$ cat src/rtl/lc3b_types.sv
// lc3b_types: shared types and constants for the LC-3b pipeline.
//   pipe_vec_t : per-stage bit vector sized for the deepest legal pipe (8 stages)
//   STAGE_*    : stage positions of the default 5-stage configuration
//   MAX_STAGES / MIN_STAGES : legal range of the pipeline depth
package lc3b_types;

    localparam int MIN_STAGES = 3;
    localparam int MAX_STAGES = 8;

    typedef logic [MAX_STAGES-1:0] pipe_vec_t;

    localparam int STAGE_IF  = 0;
    localparam int STAGE_ID  = 1;
    localparam int STAGE_EX  = 2;
    localparam int STAGE_MEM = 3;
    localparam int STAGE_WB  = 4;

endpackage

$ cat src/rtl/sat_counter.sv
// sat_counter: saturating up-counter used for pipeline performance statistics.
//   clk   : clock
//   reset : asynchronous active-low reset, clears the count
//   clr   : synchronous clear, wins over inc
//   inc   : count enable for this cycle
//   out   : current count; sticks at all-ones instead of wrapping
module sat_counter #(
    parameter int CNT_W = 32
) (
    input  logic             clk,
    input  logic             reset,
    input  logic             clr,
    input  logic             inc,
    output logic [CNT_W-1:0] out
);

    logic [CNT_W-1:0] r_cnt;

    always_ff @(posedge clk or negedge reset) begin
        if (!reset) begin
            r_cnt <= '0;
        end else if (clr) begin
            r_cnt <= '0;
        end else if (inc && (r_cnt != {CNT_W{1'b1}})) begin
            r_cnt <= r_cnt + 1'b1;
        end
    end

    assign out = r_cnt;

endmodule

$ cat src/rtl/pipe_ctrl.sv
// pipe_ctrl: central stall / bubble / flush sequencing for the LC-3b pipeline.
//   Inputs : clk, reset (async active-low), imem_resp, dmem_req, dmem_resp,
//            hazard (load-use at HAZARD_STAGE), redirect (at REDIRECT_STAGE),
//            perf_clr (synchronous counter clear)
//   Outputs: imem_read, dmem_go, pc_load, stage_load/stage_zero (bit i = the
//            register feeding stage i; bit 0 unused), valid (per-stage valid
//            bits, the only state of this block), flush, six saturating
//            performance counters
//
// Cache handshake: a request strobe (imem_read / dmem_go) stays high while the
// pipe is frozen on it; the cycle in which the matching *_resp is high is the
// cycle the transfer completes and the pipe may advance. The datapath holds
// its inputs stable while frozen, so redirect/hazard are simply re-evaluated.
module pipe_ctrl
    import lc3b_types::*;
#(
    parameter int STAGES         = STAGE_WB + 1,
    parameter int HAZARD_STAGE   = STAGE_ID,
    parameter int MEM_STAGE      = STAGE_MEM,
    parameter int REDIRECT_STAGE = STAGE_WB,
    parameter int CNT_W          = 32
) (
    input  logic              clk,
    input  logic              reset,
    input  logic              imem_resp,
    output logic              imem_read,
    input  logic              dmem_req,
    input  logic              dmem_resp,
    output logic              dmem_go,
    input  logic              hazard,
    input  logic              redirect,
    input  logic              perf_clr,
    output logic              pc_load,
    output logic [STAGES-1:0] stage_load,
    output logic [STAGES-1:0] stage_zero,
    output logic [STAGES-1:0] valid,
    output logic              flush,
    output logic [CNT_W-1:0]  cnt_cycles,
    output logic [CNT_W-1:0]  cnt_retired,
    output logic [CNT_W-1:0]  cnt_istall,
    output logic [CNT_W-1:0]  cnt_dstall,
    output logic [CNT_W-1:0]  cnt_hazard,
    output logic [CNT_W-1:0]  cnt_flush
);

    if (STAGES < MIN_STAGES || STAGES > MAX_STAGES) begin : g_bad_stages
        $error("pipe_ctrl: STAGES must be in 3..8");
    end
    if (!(HAZARD_STAGE >= 1 && HAZARD_STAGE < MEM_STAGE &&
          MEM_STAGE <= REDIRECT_STAGE && REDIRECT_STAGE <= STAGES - 1)) begin : g_bad_order
        $error("pipe_ctrl: need 1 <= HAZARD_STAGE < MEM_STAGE <= REDIRECT_STAGE <= STAGES-1");
    end

    localparam logic [STAGES-1:0] VALID_RST = STAGES'(1);

    logic [STAGES-1:0] r_valid;
    logic [STAGES-1:0] w_valid_nxt;
    logic              w_istall;
    logic              w_dstall;
    logic              w_go;
    logic              w_redir_acc;
    logic              w_haz_acc;

    // A D-cache stall drops the fetch strobe so a frozen fetch is not re-issued;
    // that also makes istall and dstall mutually exclusive.
    assign dmem_go     = dmem_req & r_valid[MEM_STAGE];
    assign w_dstall    = dmem_go & ~dmem_resp;
    assign imem_read   = reset & ~w_dstall;
    assign w_istall    = imem_read & ~imem_resp;
    assign w_go        = ~w_istall & ~w_dstall;

    // Events are only honoured for real instructions; a bubble never acts.
    assign w_redir_acc = w_go & redirect & r_valid[REDIRECT_STAGE];
    assign w_haz_acc   = w_go & hazard & r_valid[HAZARD_STAGE] & ~w_redir_acc;
    assign flush       = w_redir_acc;

    always_comb begin
        pc_load     = 1'b0;
        stage_load  = '0;
        stage_zero  = '0;
        w_valid_nxt = r_valid;
        if (w_go) begin
            pc_load        = 1'b1;
            w_valid_nxt[0] = 1'b1;
            for (int i = 1; i < STAGES; i++) begin
                stage_load[i]  = 1'b1;
                w_valid_nxt[i] = r_valid[i-1];
            end
            if (w_redir_acc) begin
                // Squash everything younger than the redirecting instruction;
                // it moves on (or retires) through the normal-load stages.
                for (int i = 1; i <= REDIRECT_STAGE; i++) begin
                    stage_load[i]  = 1'b0;
                    stage_zero[i]  = 1'b1;
                    w_valid_nxt[i] = 1'b0;
                end
            end else if (w_haz_acc) begin
                // Hold the consumer and everything behind it, feed a bubble
                // into the stage right after it.
                pc_load = 1'b0;
                for (int i = 1; i <= HAZARD_STAGE; i++) begin
                    stage_load[i]  = 1'b0;
                    w_valid_nxt[i] = r_valid[i];
                end
                stage_load[HAZARD_STAGE+1]  = 1'b0;
                stage_zero[HAZARD_STAGE+1]  = 1'b1;
                w_valid_nxt[HAZARD_STAGE+1] = 1'b0;
            end
        end
    end

    always_ff @(posedge clk or negedge reset) begin
        if (!reset) begin
            r_valid <= VALID_RST;
        end else begin
            r_valid <= w_valid_nxt;
        end
    end

    assign valid = r_valid;

    sat_counter #(.CNT_W(CNT_W)) u_cnt_cycles (
        .clk(clk), .reset(reset), .clr(perf_clr), .inc(1'b1), .out(cnt_cycles)
    );
    sat_counter #(.CNT_W(CNT_W)) u_cnt_retired (
        .clk(clk), .reset(reset), .clr(perf_clr), .inc(w_go & r_valid[STAGES-1]), .out(cnt_retired)
    );
    sat_counter #(.CNT_W(CNT_W)) u_cnt_istall (
        .clk(clk), .reset(reset), .clr(perf_clr), .inc(w_istall & ~w_dstall), .out(cnt_istall)
    );
    sat_counter #(.CNT_W(CNT_W)) u_cnt_dstall (
        .clk(clk), .reset(reset), .clr(perf_clr), .inc(w_dstall), .out(cnt_dstall)
    );
    sat_counter #(.CNT_W(CNT_W)) u_cnt_hazard (
        .clk(clk), .reset(reset), .clr(perf_clr), .inc(w_haz_acc), .out(cnt_hazard)
    );
    sat_counter #(.CNT_W(CNT_W)) u_cnt_flush (
        .clk(clk), .reset(reset), .clr(perf_clr), .inc(w_redir_acc), .out(cnt_flush)
    );

endmodule

$ cat config.mk
export PLATFORM = sky130hd
export DESIGN_NAME = pipe_ctrl
export DESIGN_NICKNAME = d
export VERILOG_FILES = /design/src/rtl/lc3b_types.sv /design/src/rtl/sat_counter.sv /design/src/rtl/pipe_ctrl.sv
export SDC_FILE = /design/constraint.sdc
export NUM_CORES = 1
export LEC_CHECK = 0
export BUFFER_PORTS_ARGS = -buffer_cell sky130_fd_sc_hd__buf_2
export CAP_MARGIN = 20
export CORE_ASPECT_RATIO = 1.2
export CORE_UTILIZATION = 40
export DETAILED_ROUTE_END_ITERATION = 8
export GPL_TIMING_DRIVEN = 0
export PLACE_DENSITY_LB_ADDON = 0.3
export SLEW_MARGIN = 20
export SYNTH_ARGS = -nofsm -noshare
export SYNTH_HDL_FRONTEND = slang
export SYNTH_SLANG_ARGS = --single-unit
export TNS_END_PERCENT = 5
$ cat constraint.sdc
create_clock -name clk -period 3.6 [get_ports clk]
set_clock_uncertainty 0.1 [all_clocks]
set_input_delay 1.08 -clock clk [delete_from_list [all_inputs] [get_ports clk]]
set_output_delay 1.08 -clock clk [all_outputs]
set_load 0.05 [all_outputs]
# Yosys cells after proc, flatten, opt, wreduce, memory -nomap -nowiden
# Index checks and enable logic that the tools add are counted.
# totals
register_bits,196
out_inout_bits,211
wordCells,77
# classes
mux,27
reduce_logical,12
bitwise,17
addsub,6
eq_ne,7
# op_table
operator,count
$mux 32,12
$add 32x1->32 const B,6
$ne 32x32->1 const B,6
$mux 2,7
$and 1x1->1,12
$reduce_bool 2->1,6
$mux 4,2
$mux 1,6
$logic_and 1x1->1,5
$not 1->1,5
$ne 2x1->1 const B,1
$reduce_and 2->1,1

# Depth between registers and ports, before layout
# Gate-level depths: netlist (run 1).
# logic_depth
depth_word,14
depth_mapped,9

# Hierarchy
# A second synthesis (run 1) with hierarchy kept.
# unflattened
hier_cells,1228
hier_area_um2,11463.5
# modules_own_cells
mod,instances,cells_each,area_per_inst_um2,seq_area_each_um2
sat_counter,6,198,1854.3,800.8
pipe_ctrl,1,40,337.8,100.1

# Least setup slack after synthesis (run 1)
# No wires, ideal clock.
# synth_path
kind,input -> output
startpoint,in dmem_resp
endpoint,out stage_load[2]
slack_ns,-0.742
t_arrival_ns,3.162
cell_stages,6
path_buffers,2
path_cell_list,nand3b_1 buf_6 nand2_1 a21oi_1 nor2_1 buf_4
# synth_via
elab_chain_len,14
elab_cells_between_ends,16
# synth_lines
element,line_no,source
"start, declared",pipe_ctrl.sv:28,"input logic dmem_resp,"
$not 1->1 *,pipe_ctrl.sv:67,assign w_dstall = dmem_go & ~dmem_resp;
$and 1x1->1 *,pipe_ctrl.sv:67,
$not 1->1 *,"pipe_ctrl.sv:68, pipe_ctrl.sv:70",
$and 1x1->1,pipe_ctrl.sv:68,assign imem_read = reset & ~w_dstall;
$and 1x1->1,pipe_ctrl.sv:69,assign w_istall = imem_read & ~imem_resp;
$not 1->1,pipe_ctrl.sv:70,assign w_go = ~w_istall & ~w_dstall;
$and 1x1->1 *,pipe_ctrl.sv:70,
$and 1x1->1 (2 in series),pipe_ctrl.sv:73,assign w_redir_acc = w_go & redirect & r_valid[REDIRECT_STAGE];
$not 1->1,pipe_ctrl.sv:74,assign w_haz_acc = w_go & hazard & r_valid[HAZARD_STAGE] & ~w_redir_acc;
$and 1x1->1,pipe_ctrl.sv:74,
$mux 2,pipe_ctrl.sv:97,end else if (w_haz_acc) begin
$mux 2,pipe_ctrl.sv:89,if (w_redir_acc) begin
$mux 4 *,pipe_ctrl.sv:82,if (w_go) begin
"end, declared",pipe_ctrl.sv:34,"output logic [STAGES-1:0] stage_load,"
# Every way passes the cells marked *; elsewhere a longest branch is shown, timed or not.

# Worst setup path in the final report (run 1)
# layout_path
startpoint,in reset
endpoint,out flush
# layout_via
elab_chain_len,6
# layout_lines
element,line_no,source
"start, declared",pipe_ctrl.sv:24,"input logic reset,"
$and 1x1->1,pipe_ctrl.sv:68,
$and 1x1->1,pipe_ctrl.sv:69,
$not 1->1,pipe_ctrl.sv:70,
$and 1x1->1,pipe_ctrl.sv:70,
$and 1x1->1 (2 in series),pipe_ctrl.sv:73,
"end, declared",pipe_ctrl.sv:37,"output logic flush,"
# Every way passes these cells.

==> results of run 1 <==
final timing paths:
check                                              endpoint  slack, ns                  from
min                                    valid[2]$_DFFE_PN0P_       0.41  valid[2]$_DFFE_PN0P_
max reg2reg                u_cnt_hazard.out[29]$_DFFE_PN0P_       0.68  valid[4]$_DFFE_PN0P_
min in group asynchronous   u_cnt_hazard.out[8]$_DFFE_PN0P_       0.42                 reset
max in group asynchronous  u_cnt_dstall.out[15]$_DFFE_PN0P_       2.30                 reset
max                                                   flush       0.04                 reset
min reg2reg                            valid[2]$_DFFE_PN0P_       0.41  valid[2]$_DFFE_PN0P_
routing by layer:
layer / track usage / share of wire / vias to the layer above
met5: 0 / 0 / -
met4: 0.0958 / 0.031 / 0
met3: 0.0504 / 0.057 / 57
met2: 0.402 / 0.47 / 329
met1: 0.320 / 0.44 / 5286
li1: - / - / 5160
registers in the layout (all words and copies together) (netlist names):
register / count
valid: 4
u_cnt_cycles.out: 32
u_cnt_retired.out: 32
u_cnt_hazard.out: 32
u_cnt_flush.out: 32
u_cnt_istall.out: 32
u_cnt_dstall.out: 32
layout make-up:
| cell class | count | share of cell area |
|---|---|---|
| Sequential cell | 196 | 0.366 |
| Buffer | 71 | 0.0254 |
| Inverter | 20 | 0.00589 |
| Clock buffer | 19 | 0.0338 |
| Tap cell | 340 | 0.0318 |
| Timing Repair Buffer | 226 | 0.103 |
| Clock inverter | 12 | 0.00738 |
| Multi-Input combinational cell | 940 | 0.426 |
critical path, cell delays in order:
cell and delay (ns):
buf_16 0.11, buf_16 0.13, and2b_2 0.23, or3_4 0.38, inv_1 0.10, buf_6 0.16
buf_6 0.17
cells in the final DEF (no fill, tap or decap), types with 12 or more instances in the layout:
| master | netlist | layout |
|---|---|---|
| o31ai_1 | 41 | 41 |
| nand4_1 | 68 | 68 |
| clkbuf_16 | 0 | 17 |
| xor2_1 | 14 | 14 |
| inv_1 | 19 | 18 |
| dfrtp_1 | 196 | 196 |
| nand2_1 | 83 | 82 |
| o21ai_0 | 89 | 89 |
| nor4_1 | 41 | 40 |
| clkbuf_1 | 51 | 46 |
| or3_1 | 83 | 82 |
| buf_2 | 11 | 217 |
| buf_4 | 9 | 17 |
| and4_1 | 18 | 17 |
| or4_1 | 43 | 43 |
| and2_1 | 12 | 12 |
| xnor2_1 | 14 | 14 |
| nand3_1 | 64 | 64 |
| a21oi_1 | 128 | 126 |
| and3_1 | 27 | 27 |
| nor3_1 | 14 | 14 |
| nor2b_1 | 16 | 16 |
| mux2_2 | 18 | 18 |
| nor2_1 | 72 | 71 |
repair_timing:
| item | CTS | global route |
|---|---|---|
| endpoints found under the setup margin | 23 | 4 |
| hold endpoints to repair | 0 | 0 |
| buffers inserted | 5 | 0 |
| pin swaps | 1 | 1 |
| resized for setup | 26 | 1 |
| gates cloned | 5 | 0 |
logic make-up after synthesis:
family	share of synthesized area
other	0.000683
flip-flops	0.446
AO/OA/AOI/OAI	0.168
XOR/XNOR	0.0223
multiplexers	0.0212
buffers and inverters	0.0380
adder cells (fa/ha/maj)	0.00683
AND/OR/NAND/NOR	0.296
metrics by stage:
stage	power (W)	TNS (ns)
floorplan	0.00281	-0.777
global placement	0.00305	-818.61
detailed placement	0.00306	-30.02
CTS	0.00498	-0.0386
global route	0.00510	0
finish	0.00491	0
where the power goes:
group / internal [W] / leakage (nW) / switching (W) / total [W]
clock: 0.000932 / 0.267 / 0.000900 / 0.00183
combinational: 0.000209 / 2.69 / 0.000578 / 0.000787
sequential: 0.00224 / 2.72 / 0.0000552 / 0.00229
total: 0.00338 / 5.68 / 0.00153 / 0.00491
synthesized netlist by cell type (3+ instances only):
master / n / area [um^2]
nand4_1: 68 / 425
or4_1: 43 / 323
nor2b_1: 16 / 100
or2_2: 3 / 18.8
or3_1: 83 / 519
mux2_2: 18 / 203
and2_1: 12 / 75.1
and4_1: 18 / 158
nor4_1: 41 / 257
o211ai_1: 11 / 82.6
o21ai_0: 89 / 445
nor4b_1: 5 / 43.8
buf_4: 9 / 67.6
nand2_1: 83 / 312
nand3b_1: 3 / 22.5
nor3_1: 14 / 70.1
dfrtp_1: 196 / 4900
xor2_1: 14 / 123
o311ai_0: 4 / 35.0
o31a_1: 9 / 78.8
o31ai_1: 41 / 308
nand3_1: 64 / 320
inv_1: 19 / 71.3
nand4b_1: 4 / 35.0
a31oi_1: 4 / 25.0
xnor2_1: 14 / 123
buf_2: 11 / 55.1
nor2_1: 72 / 270
and3_1: 27 / 169
o41ai_1: 3 / 26.3
ha_1: 6 / 75.1
o21a_1: 10 / 75.1
a21oi_1: 128 / 641
clkbuf_1: 51 / 191
mux2i_1: 3 / 30.0
==> metrics.md, run 1 <==
| Metric | Value |
|---|---|
| Dpl ws | -1.11 ns |
| Fmax | 0.281 GHz |
| PortBufs | 214 |
| Unrepaired setup endpoints after global routing | no |
| H-tree lvl count | 4 |
| Initial Util | 0.406 |
| Rel. slew slack | 0.315 |
| Final design utilization | 0.494 |
| Power density cells | 367 mW/mm^2 |
| Row count | 66 |
| Global-route wire length before repair | 55.0 mm |
| Worst-path clk slew | 0.08 ns |
| Post-placement cell area | 0.0126 mm^2 |
| FF/Latch Area | 0.00490 mm^2 |
| I/O pin cnt | 219 |
| CP startpoint kind | input port |
| Post-Synthesis Cells | 1230 |
| Crit. End Element | output port |
| CP Data Arrival Time | 2.38 ns |
| Max Slew Vio Count | 0 |
| Synthesis warning total | 0 |
| Worst Slack Setup Final | 0.0435 ns |
| Vias in the first global route | 10168 |
| Hold Path Stages | 2 |
| Async SR Flop Fraction | 1.00 |
| Worst hold-check path type | reg2reg |
| Synth-to-Final Area Change | 21.8% |
| Post-synth EDFFs | 0 |
| HPWL after DPL | 23.8 mm |
| Filler cell count | 2650 |
| Final net count | 1486 |
| Minimum clock period | 3.56 ns |
| Lkg Pwr | 5.68 nW |
| # hold bufs at CTS | 0 |
| Post-DR wirelength/cell | 18.6 um |
| Post-Syn Area | 0.0110 mm^2 |
| Avg Cell Area, Syn | 8.94 um^2 |
| Largest net degree at the start of global routing | 49 |
| Design area | 0.0134 mm^2 |
| Synthesized flop and latch total | 196 |
| Final setup violation count | 0 |
| WHS | 0.405 ns |
| Worst slew pin tran | 1.02 ns |
| Antenna-violating nets left | 0 |
| Total Wirelength | 34.0 mm |
| Initial DRC Count | 572 |
| Die span in y | 184 um |
| Register area share after synthesis | 0.446 |
| VDD IR max | 0.000278 V |
| Worst-Skew Late Latency | 0.44 ns |
| GR Overflow Total | 0 |
| Critical path type | in2out |
| Gr usage total | 0.246 |
| Share of cells above drive strength 1 | 0.220 |
| TritonRoute pass-1 iters | 5 |
| Total number of vias | 10832 |
| Library cells used by synthesis | 62 |
| Placeable Area | 0.0271 mm^2 |
| Fin cells | 1824 |
| Number of diodes | 0 |
| Final Hold Viols | 0 |
| Top_reg_cell synth | dfrtp_1 |
| Clock root buffer | clkbuf_16 |
| MaxCap Viol Count | 0 |
| GP Congestion | 0.851 |
| Reg2reg path depth | 6 |
| Cts bufs inserted | 17 |
| Initial antenna violation count | 0 |
| Multi-input gate area | 0.00570 mm^2 |
| Worst-path fanout max | 10 |
| Critical Path RT | 2.42 ns |
| Via density | 5.94 |
| Die Span X | 153 um |
| DP Cell Count | 1787 |
| Clk sinks | 196 |
| Status | completed |
| Buffer depth of the longest clock path | 2 |
| Die Area | 0.0281 mm^2 |
| CTS tree | done |
| DRC viols | 0 |
| Final cycle utilization of the critical path | 0.988 |
(Power assumes the default switching activity.)
==> run 2: changes to the inputs <==
--- a/config.mk
+++ b/config.mk
@@ -11,7 +11,6 @@
 export CORE_UTILIZATION = 40
 export DETAILED_ROUTE_END_ITERATION = 8
 export GPL_TIMING_DRIVEN = 0
-export PLACE_DENSITY_LB_ADDON = 0.3
 export SLEW_MARGIN = 20
 export SYNTH_ARGS = -nofsm -noshare
 export SYNTH_HDL_FRONTEND = slang
==> metrics.md, run 2 (same netlist as run 1, synthesis figures left out) <==
| Metric | Value |
|---|---|
| HPWL after DPL | 24.2 mm (was 23.8 mm) |
| DRC viols | 0 (unchanged) |
| Initial DRC Count | 562 (was 572) |
| Total number of vias | 10838 (was 10832) |
| Status | completed (unchanged) |
| Worst-path clk slew | 0.08 ns (about the same) |
| Power density cells | 378 mW/mm^2 (was 367 mW/mm^2) |
| Antenna-violating nets left | 0 (unchanged) |
| Final setup violation count | 0 (unchanged) |
| Largest net degree at the start of global routing | 79 (was 49) |
| Leading cell type in the layout, fill and taps excluded | buf_2 (unchanged) |
| TritonRoute pass-1 iters | 5 (unchanged) |
| Net Sw Frac | 0.308 (was 0.312) |
| Die Area | 0.0281 mm^2 (unchanged) |
| Gr usage total | 0.245 (was 0.246) |
| Critical path type | in2out (unchanged) |
| Share of cells above drive strength 1 | 0.221 (was 0.220) |
| Critical Path RT | 2.42 ns (about the same) |
| CTS tree | done (unchanged) |
| Final net count | 1488 (was 1486) |
| GP Congestion | 0.865 (was 0.851) |
| Crit. End Element | output port (unchanged) |
| Final cycle utilization of the critical path | 0.988 (about the same) |
| Final Hold Viols | 0 (unchanged) |
| Die Span X | 153 um (unchanged) |
| VDD IR max | 0.000288 V (was 0.000278 V) |
| Worst slew pin tran | 1.05 ns (was 1.02 ns) |
| Worst hold-check path type | reg2reg (unchanged) |
| Worst-path fanout max | 10 (unchanged) |
| I/O pin cnt | 219 (unchanged) |
| GR Overflow Total | 0 (unchanged) |
| Fmax | 0.281 GHz (about the same) |
| Via density | 5.93 (was 5.94) |
| Initial Util | 0.406 (unchanged) |
| Setup TNS Final | 0 ns (unchanged) |
| Switching power | 0.00157 W (was 0.00153 W) |
| Worst-Skew Late Latency | 0.44 ns (about the same) |
| MaxCap Viol Count | 0 (unchanged) |
| Commonest cells after routing, fill and taps aside | buf_2 (219), dfrtp_1 (196), a21oi_1 (126) (was buf_2 (217), dfrtp_1 (196), a21oi_1 (126)) |
| Lkg Pwr | 5.71 nW (was 5.68 nW) |
| CP startpoint kind | input port (unchanged) |
| Unrepaired setup endpoints after global routing | no (unchanged) |
| Comb pwr share | 0.157 (was 0.160) |
| Sequential group share of total power | 0.451 (was 0.467) |
| Post-DR wirelength/cell | 19.0 um (was 18.6 um) |
| Initial antenna violation count | 0 (unchanged) |
| Rel. slew slack | 0.290 (was 0.315) |
| Row count | 66 (unchanged) |
| # hold bufs at CTS | 0 (unchanged) |
| Placeable Area | 0.0271 mm^2 (unchanged) |
| Synth-to-Final Area Change | 22.4% (was 21.8%) |
| Clk sinks | 196 (unchanged) |
| Max Slew Vio Count | 0 (unchanged) |
| Global-route wire length before repair | 54.6 mm (was 55.0 mm) |
| Total Wirelength | 34.7 mm (was 34.0 mm) |
| CP Data Arrival Time | 2.38 ns (about the same) |
| Final design utilization | 0.497 (was 0.494) |
| Clock power share | 0.392 (was 0.373) |
| PortBufs | 214 (unchanged) |
| Vias in the first global route | 10029 (was 10168) |
| Buffer depth of the longest clock path | 2 (unchanged) |
| Minimum clock period | 3.56 ns (about the same) |
| Cts bufs inserted | 17 (unchanged) |
| Clock root buffer | clkbuf_16 (unchanged) |
| Number of diodes | 0 (unchanged) |
| H-tree lvl count | 4 (unchanged) |
| Internal power | 0.00352 W (was 0.00338 W) |
| Die span in y | 184 um (unchanged) |
## run 2: final cells by class
type | instances | area, um^2
inverter | 20 | 78.8
buffer | 72 | 365
clock buffer | 18 | 439
fill | 2639 | 13600
timing repair buffer | 227 | 1390
multi-input combinational | 940 | 5700
clock inverter | 14 | 163
tap | 340 | 425
sequential | 196 | 4900
## run 2: power by group through the flow
stage | sequential, W | combinational (W) | clock (W)
final | 0.00229 | 0.000800 | 0.00199
after global routing | 0.00230 | 0.000849 | 0.00212
after CTS | 0.00229 | 0.000804 | 0.00203
after detailed placement | 0.00234 | 0.000729 | 0
after global placement | 0.00234 | 0.000717 | 0
after floorplan | 0.00245 | 0.000365 | 0
## run 2: timing repair
action	4_1_cts	5_1_grt
setup buffers	6	0
resized for setup	23	1
cloned	5	0
setup endpoints to repair	11	2
hold endpoints to repair	0	0
pin swaps	1	1
## run 2: final timing paths
kind | startpoint | end | slack [ns] | depth (start not counted)
min in group asynchronous | reset | u_cnt_retired.out[3]$_DFFE_PN0P_ | 0.49 | 2
max in group asynchronous | reset | u_cnt_dstall.out[12]$_DFFE_PN0P_ | 2.29 | 2
setup / recovery | reset | pc_load | 0.04 | 8
hold / removal | u_cnt_retired.out[23]$_DFFE_PN0P_ | u_cnt_retired.out[23]$_DFFE_PN0P_ | 0.41 | 1
hold reg to reg | u_cnt_retired.out[23]$_DFFE_PN0P_ | u_cnt_retired.out[23]$_DFFE_PN0P_ | 0.41 | 1
setup reg to reg | valid[4]$_DFFE_PN0P_ | u_cnt_hazard.out[29]$_DFFE_PN0P_ | 0.67 | 6
## run 2: critical path, cell delays in order
cell and delay [ns]:
buf_16 0.11, buf_16 0.12, nand2b_1 0.05, buf_2 0.21, and4_2 0.34, clkbuf_8 0.20, nor2_1 0.05, buf_2 0.21
## run 2: per-layer routing
layer / up-vias / track usage / routed length (um)
li1: 5171 / - / -
met1: 5336 / 0.315 / 15300
met2: 283 / 0.410 / 16900
met3: 48 / 0.0462 / 1710
met4: 0 / 0.0913 / 832
met5: - / 0 / 0
## run 2: metrics by stage
step / total power [W] / setup slack, ns / std cells / area [um^2] / hold WS [ns]
floorplan: 0.00281 / -0.218 / 1231 / 11000 / 0.666
detailed placement: 0.00307 / -0.940 / 1787 / 12600 / 0.399
finish: 0.00508 / 0.0419 / 1827 / 13500 / 0.414
global placement: 0.00305 / -3.94 / 1785 / 12500 / 0.388
global route: 0.00527 / 0.00359 / 1827 / 13500 / 0.450
CTS: 0.00513 / 0.00610 / 1827 / 13500 / 0.417
==> run 3: changes to the inputs <==
--- a/config.mk
+++ b/config.mk
@@ -14,5 +14,6 @@
 export SLEW_MARGIN = 20
 export SYNTH_ARGS = -nofsm -noshare
 export SYNTH_HDL_FRONTEND = slang
+export SYNTH_HIERARCHICAL = 1
 export SYNTH_SLANG_ARGS = --single-unit
 export TNS_END_PERCENT = 5
==> metrics.md, run 3 <==
| Metric | Value |
|---|---|
| GR Overflow Total | 0 (unchanged) |
| Synth top cells by count | dfrtp_1 (196), nor2_1 (161), nand3_1 (72) (was dfrtp_1 (196), a21oi_1 (128), o21ai_0 (89)) |
| Clk sinks | 196 (unchanged) |
| Most common cell on crit path | buf_16 |
| Rel. slew slack | 0.485 (was 0.290) |
| WHS | 0.362 ns (was 0.414 ns) |
| Total Wirelength | 31.3 mm (was 34.7 mm) |
| Minimum clock period | 3.54 ns (was 3.56 ns) |
| Final net count | 1486 (was 1488) |
| GP Congestion | 0.847 (was 0.865) |
| Worst-path cell chain | buf_16 -> buf_16 -> nand2b_2 -> o21ai_4 -> buf_6 -> nor2_4 -> buf_2 (was buf_16 -> buf_16 -> nand2b_1 -> buf_2 -> and4_2 -> clkbuf_8 -> nor2_1 -> buf_2) |
| Leading cell type in the layout, fill and taps excluded | buf_2 (unchanged) |
| Cts bufs inserted | 17 (unchanged) |
| I/O pin cnt | 219 (unchanged) |
| Share of cells above drive strength 1 | 0.255 (was 0.221) |
| Register area share after synthesis | 0.428 (was 0.446) |
| Buffer depth of the longest clock path | 2 (unchanged) |
| Top_reg_cell synth | dfrtp_1 (unchanged) |
| Worst slew pin tran | 0.766 ns (was 1.05 ns) |
| Post-Syn Area | 0.0115 mm^2 (was 0.0110 mm^2) |
| Die Span X | 157 um (was 153 um) |
| Crit path from | reset (unchanged) |
| Reg-to-reg startpoint | valid[3]$_DFFE_PN0P_ (was valid[4]$_DFFE_PN0P_) |
| Row count | 67 (was 66) |
| Lkg Pwr | 6.22 nW (was 5.71 nW) |
| MaxCap Viol Count | 0 (unchanged) |
| Crit path to | flush (was pc_load) |
| Max Slew Vio Count | 0 (unchanged) |
| Async SR Flop Fraction | 1.00 (unchanged) |
| Top-count cell post-synth | dfrtp_1 (unchanged) |
| Worst-path clk slew | 0.07 ns (was 0.08 ns) |
| Critical Path RT | 2.42 ns (about the same) |
| HPWL after DPL | 22.6 mm (was 24.2 mm) |
| Status | completed (unchanged) |
| Synthesized flop and latch total | 196 (unchanged) |
| VDD IR max | 0.000305 V (was 0.000288 V) |
| DRC viols | 0 (unchanged) |
| Post-Synthesis Cells | 1228 (was 1230) |
| Die Area | 0.0293 mm^2 (was 0.0281 mm^2) |
| Final setup violation count | 0 (unchanged) |
| Worst hold-check path type | in2async (was reg2reg) |
| Final cycle utilization of the critical path | 0.983 (was 0.988) |
| CP startpoint kind | input port (unchanged) |
| Largest net degree at the start of global routing | 94 (was 79) |
| DP Cell Count | 1829 (was 1787) |
| Placeable Area | 0.0281 mm^2 (was 0.0271 mm^2) |
| Antenna-violating nets left | 0 (unchanged) |
| Slowest cell on crit path | buf_2 (was and4_2) |
| TritonRoute pass-1 iters | 6 (was 5) |
| Worst-path fanout max | 33 (was 10) |
| Fmax | 0.282 GHz (was 0.281 GHz) |
| Largest cells by area after synthesis | dfrtp_1 (43%), nor2_1 (5.3%), xnor2_1 (4.6%), nand3_1 (3.1%), mux2_2 (3.1%) (was dfrtp_1 (45%), a21oi_1 (5.8%), or3_1 (4.7%), o21ai_0 (4.1%), nand4_1 (3.9%)) |
| Critical path type | in2out (unchanged) |
| Vias in the first global route | 9822 (was 10029) |
| PortBufs | 215 (was 214) |
| Initial antenna violation count | 0 (unchanged) |
| Initial Util | 0.408 (was 0.406) |
| Reg2reg end | u_cnt_hazard/out[27]$_DFFE_PN0P_ (was u_cnt_hazard.out[29]$_DFFE_PN0P_) |
| Unrepaired setup endpoints after global routing | yes (was no) |
| Library cells used by synthesis | 48 (was 62) |
| Largest stage delay, worst path | 0.32 ns (was 0.34 ns) |
| Yosys top cell area share | 0.428 (was 0.446) |
| Post-synth EDFFs | 0 (unchanged) |
| Avg Cell Area, Syn | 9.34 um^2 (was 8.94 um^2) |
| Final Hold Viols | 0 (unchanged) |
| Gr usage total | 0.219 (was 0.245) |
| Die span in y | 187 um (was 184 um) |
| Total number of vias | 10199 (was 10838) |
| Crit. End Element | output port (unchanged) |
| Synth-to-Final Area Change | 19.9% (was 22.4%) |
| Total power | 0.00479 W (was 0.00508 W) |
| # hold bufs at CTS | 0 (unchanged) |
| Area leader, netlist | dfrtp_1 (unchanged) |
| Commonest cells after routing, fill and taps aside | buf_2 (223), dfrtp_1 (196), nor2_1 (160) (was buf_2 (219), dfrtp_1 (196), a21oi_1 (126)) |
| Reg2reg path depth | 10 (was 6) |
| Initial DRC Count | 642 (was 562) |
| R2R Setup Slk | 0.77 ns (was 0.67 ns) |
| CTS tree | done (unchanged) |
| Synthesis warning total | 6 (was 0) |
| Via density | 5.47 (was 5.93) |
| Fin cells | 1863 (was 1827) |
| H-tree lvl count | 4 (unchanged) |
| CP Data Arrival Time | 2.36 ns (was 2.38 ns) |
| Global-route wire length before repair | 51.3 mm (was 54.6 mm) |
| Power density cells | 349 mW/mm^2 (was 378 mW/mm^2) |
| Clock root buffer | clkbuf_16 (unchanged) |
| Number of diodes | 0 (unchanged) |
| Worst-Skew Late Latency | 0.44 ns (about the same) |
| Post-DR wirelength/cell | 16.8 um (was 19.0 um) |
[run 3: power breakdown]
| part | total (W) | leakage [nW] | internal, W | switching [W] |
|---|---|---|---|---|
| Combinational | 0.000696 | 3.25 | 0.000181 | 0.000514 |
| Clock | 0.00181 | 0.245 | 0.000896 | 0.000916 |
| Sequential | 0.00228 | 2.73 | 0.00224 | 0.0000478 |
[run 3: stage by stage]
step	utilization	setup slack, ns	cell area (um^2)	TNS, ns
floorplan	-	-0.172	11500	-0.342
global placement	0.464	-4.17	13000	-940.28
detailed placement	0.466	-0.810	13100	-30.80
CTS	0.489	0.00609	13700	0
global route	0.489	-0.00342	13700	-0.00342
finish	0.489	0.0595	13700	0
[run 3: critical path, delay by kind of cell]
kind                   cells  cell delay [ns]
AOI/OAI and AO/OA          1             0.09
and+or+nand+nor            2             0.38
buffers and inverters      4             0.79
[run 3: routing by layer]
| layer | part of all wire | up-vias | track usage |
|---|---|---|---|
| li1 | - | 4918 | - |
| met4 | 0.014 | 0 | 0.0667 |
| met2 | 0.49 | 269 | 0.356 |
| met1 | 0.46 | 4986 | 0.293 |
| met5 | 0 | - | 0 |
| met3 | 0.043 | 26 | 0.0412 |
[run 3: worst min path at each step]
stage	end
6_report	u_cnt_dstall/out[20]$_DFFE_PN0P_
5_1_grt	u_cnt_dstall/out[22]$_DFFE_PN0P_
4_1_cts	u_cnt_dstall/out[22]$_DFFE_PN0P_
3_5_place_dp	valid[2]$_DFFE_PN0P_
3_3_place_gp	valid[2]$_DFFE_PN0P_
2_1_floorplan	valid[3]$_DFFE_PN0P_
[run 3: kinds of logic after synthesis]
logic type               share of synthesized area
AND/OR/NAND/NOR                              0.303
AO/OA/AOI/OAI                                0.119
flip-flops                                   0.428
buffers and inverters                       0.0373
XOR/XNOR                                    0.0596
multiplexers                                0.0463
adder cells (fa/ha/maj)                    0.00655
other                                     0.000655
[run 3: final cells by class]
cell class,instances,area [um^2]
fill,2721,14300
multi-input combinational,942,6160
sequential,196,4900
timing repair buffer,220,1230
tap,379,474
clock buffer,19,433
buffer,50,259
inverter,45,169
clock inverter,12,101
[run 3: timing repair]
| action | in CTS | in global routing |
|---|---|---|
| setup buffers | 1 | 0 |
| gates cloned | 2 | 0 |
| hold endpoints to repair | 0 | 0 |
| resized for setup | 4 | 4 |
| endpoints found under the setup margin | 32 | 11 |
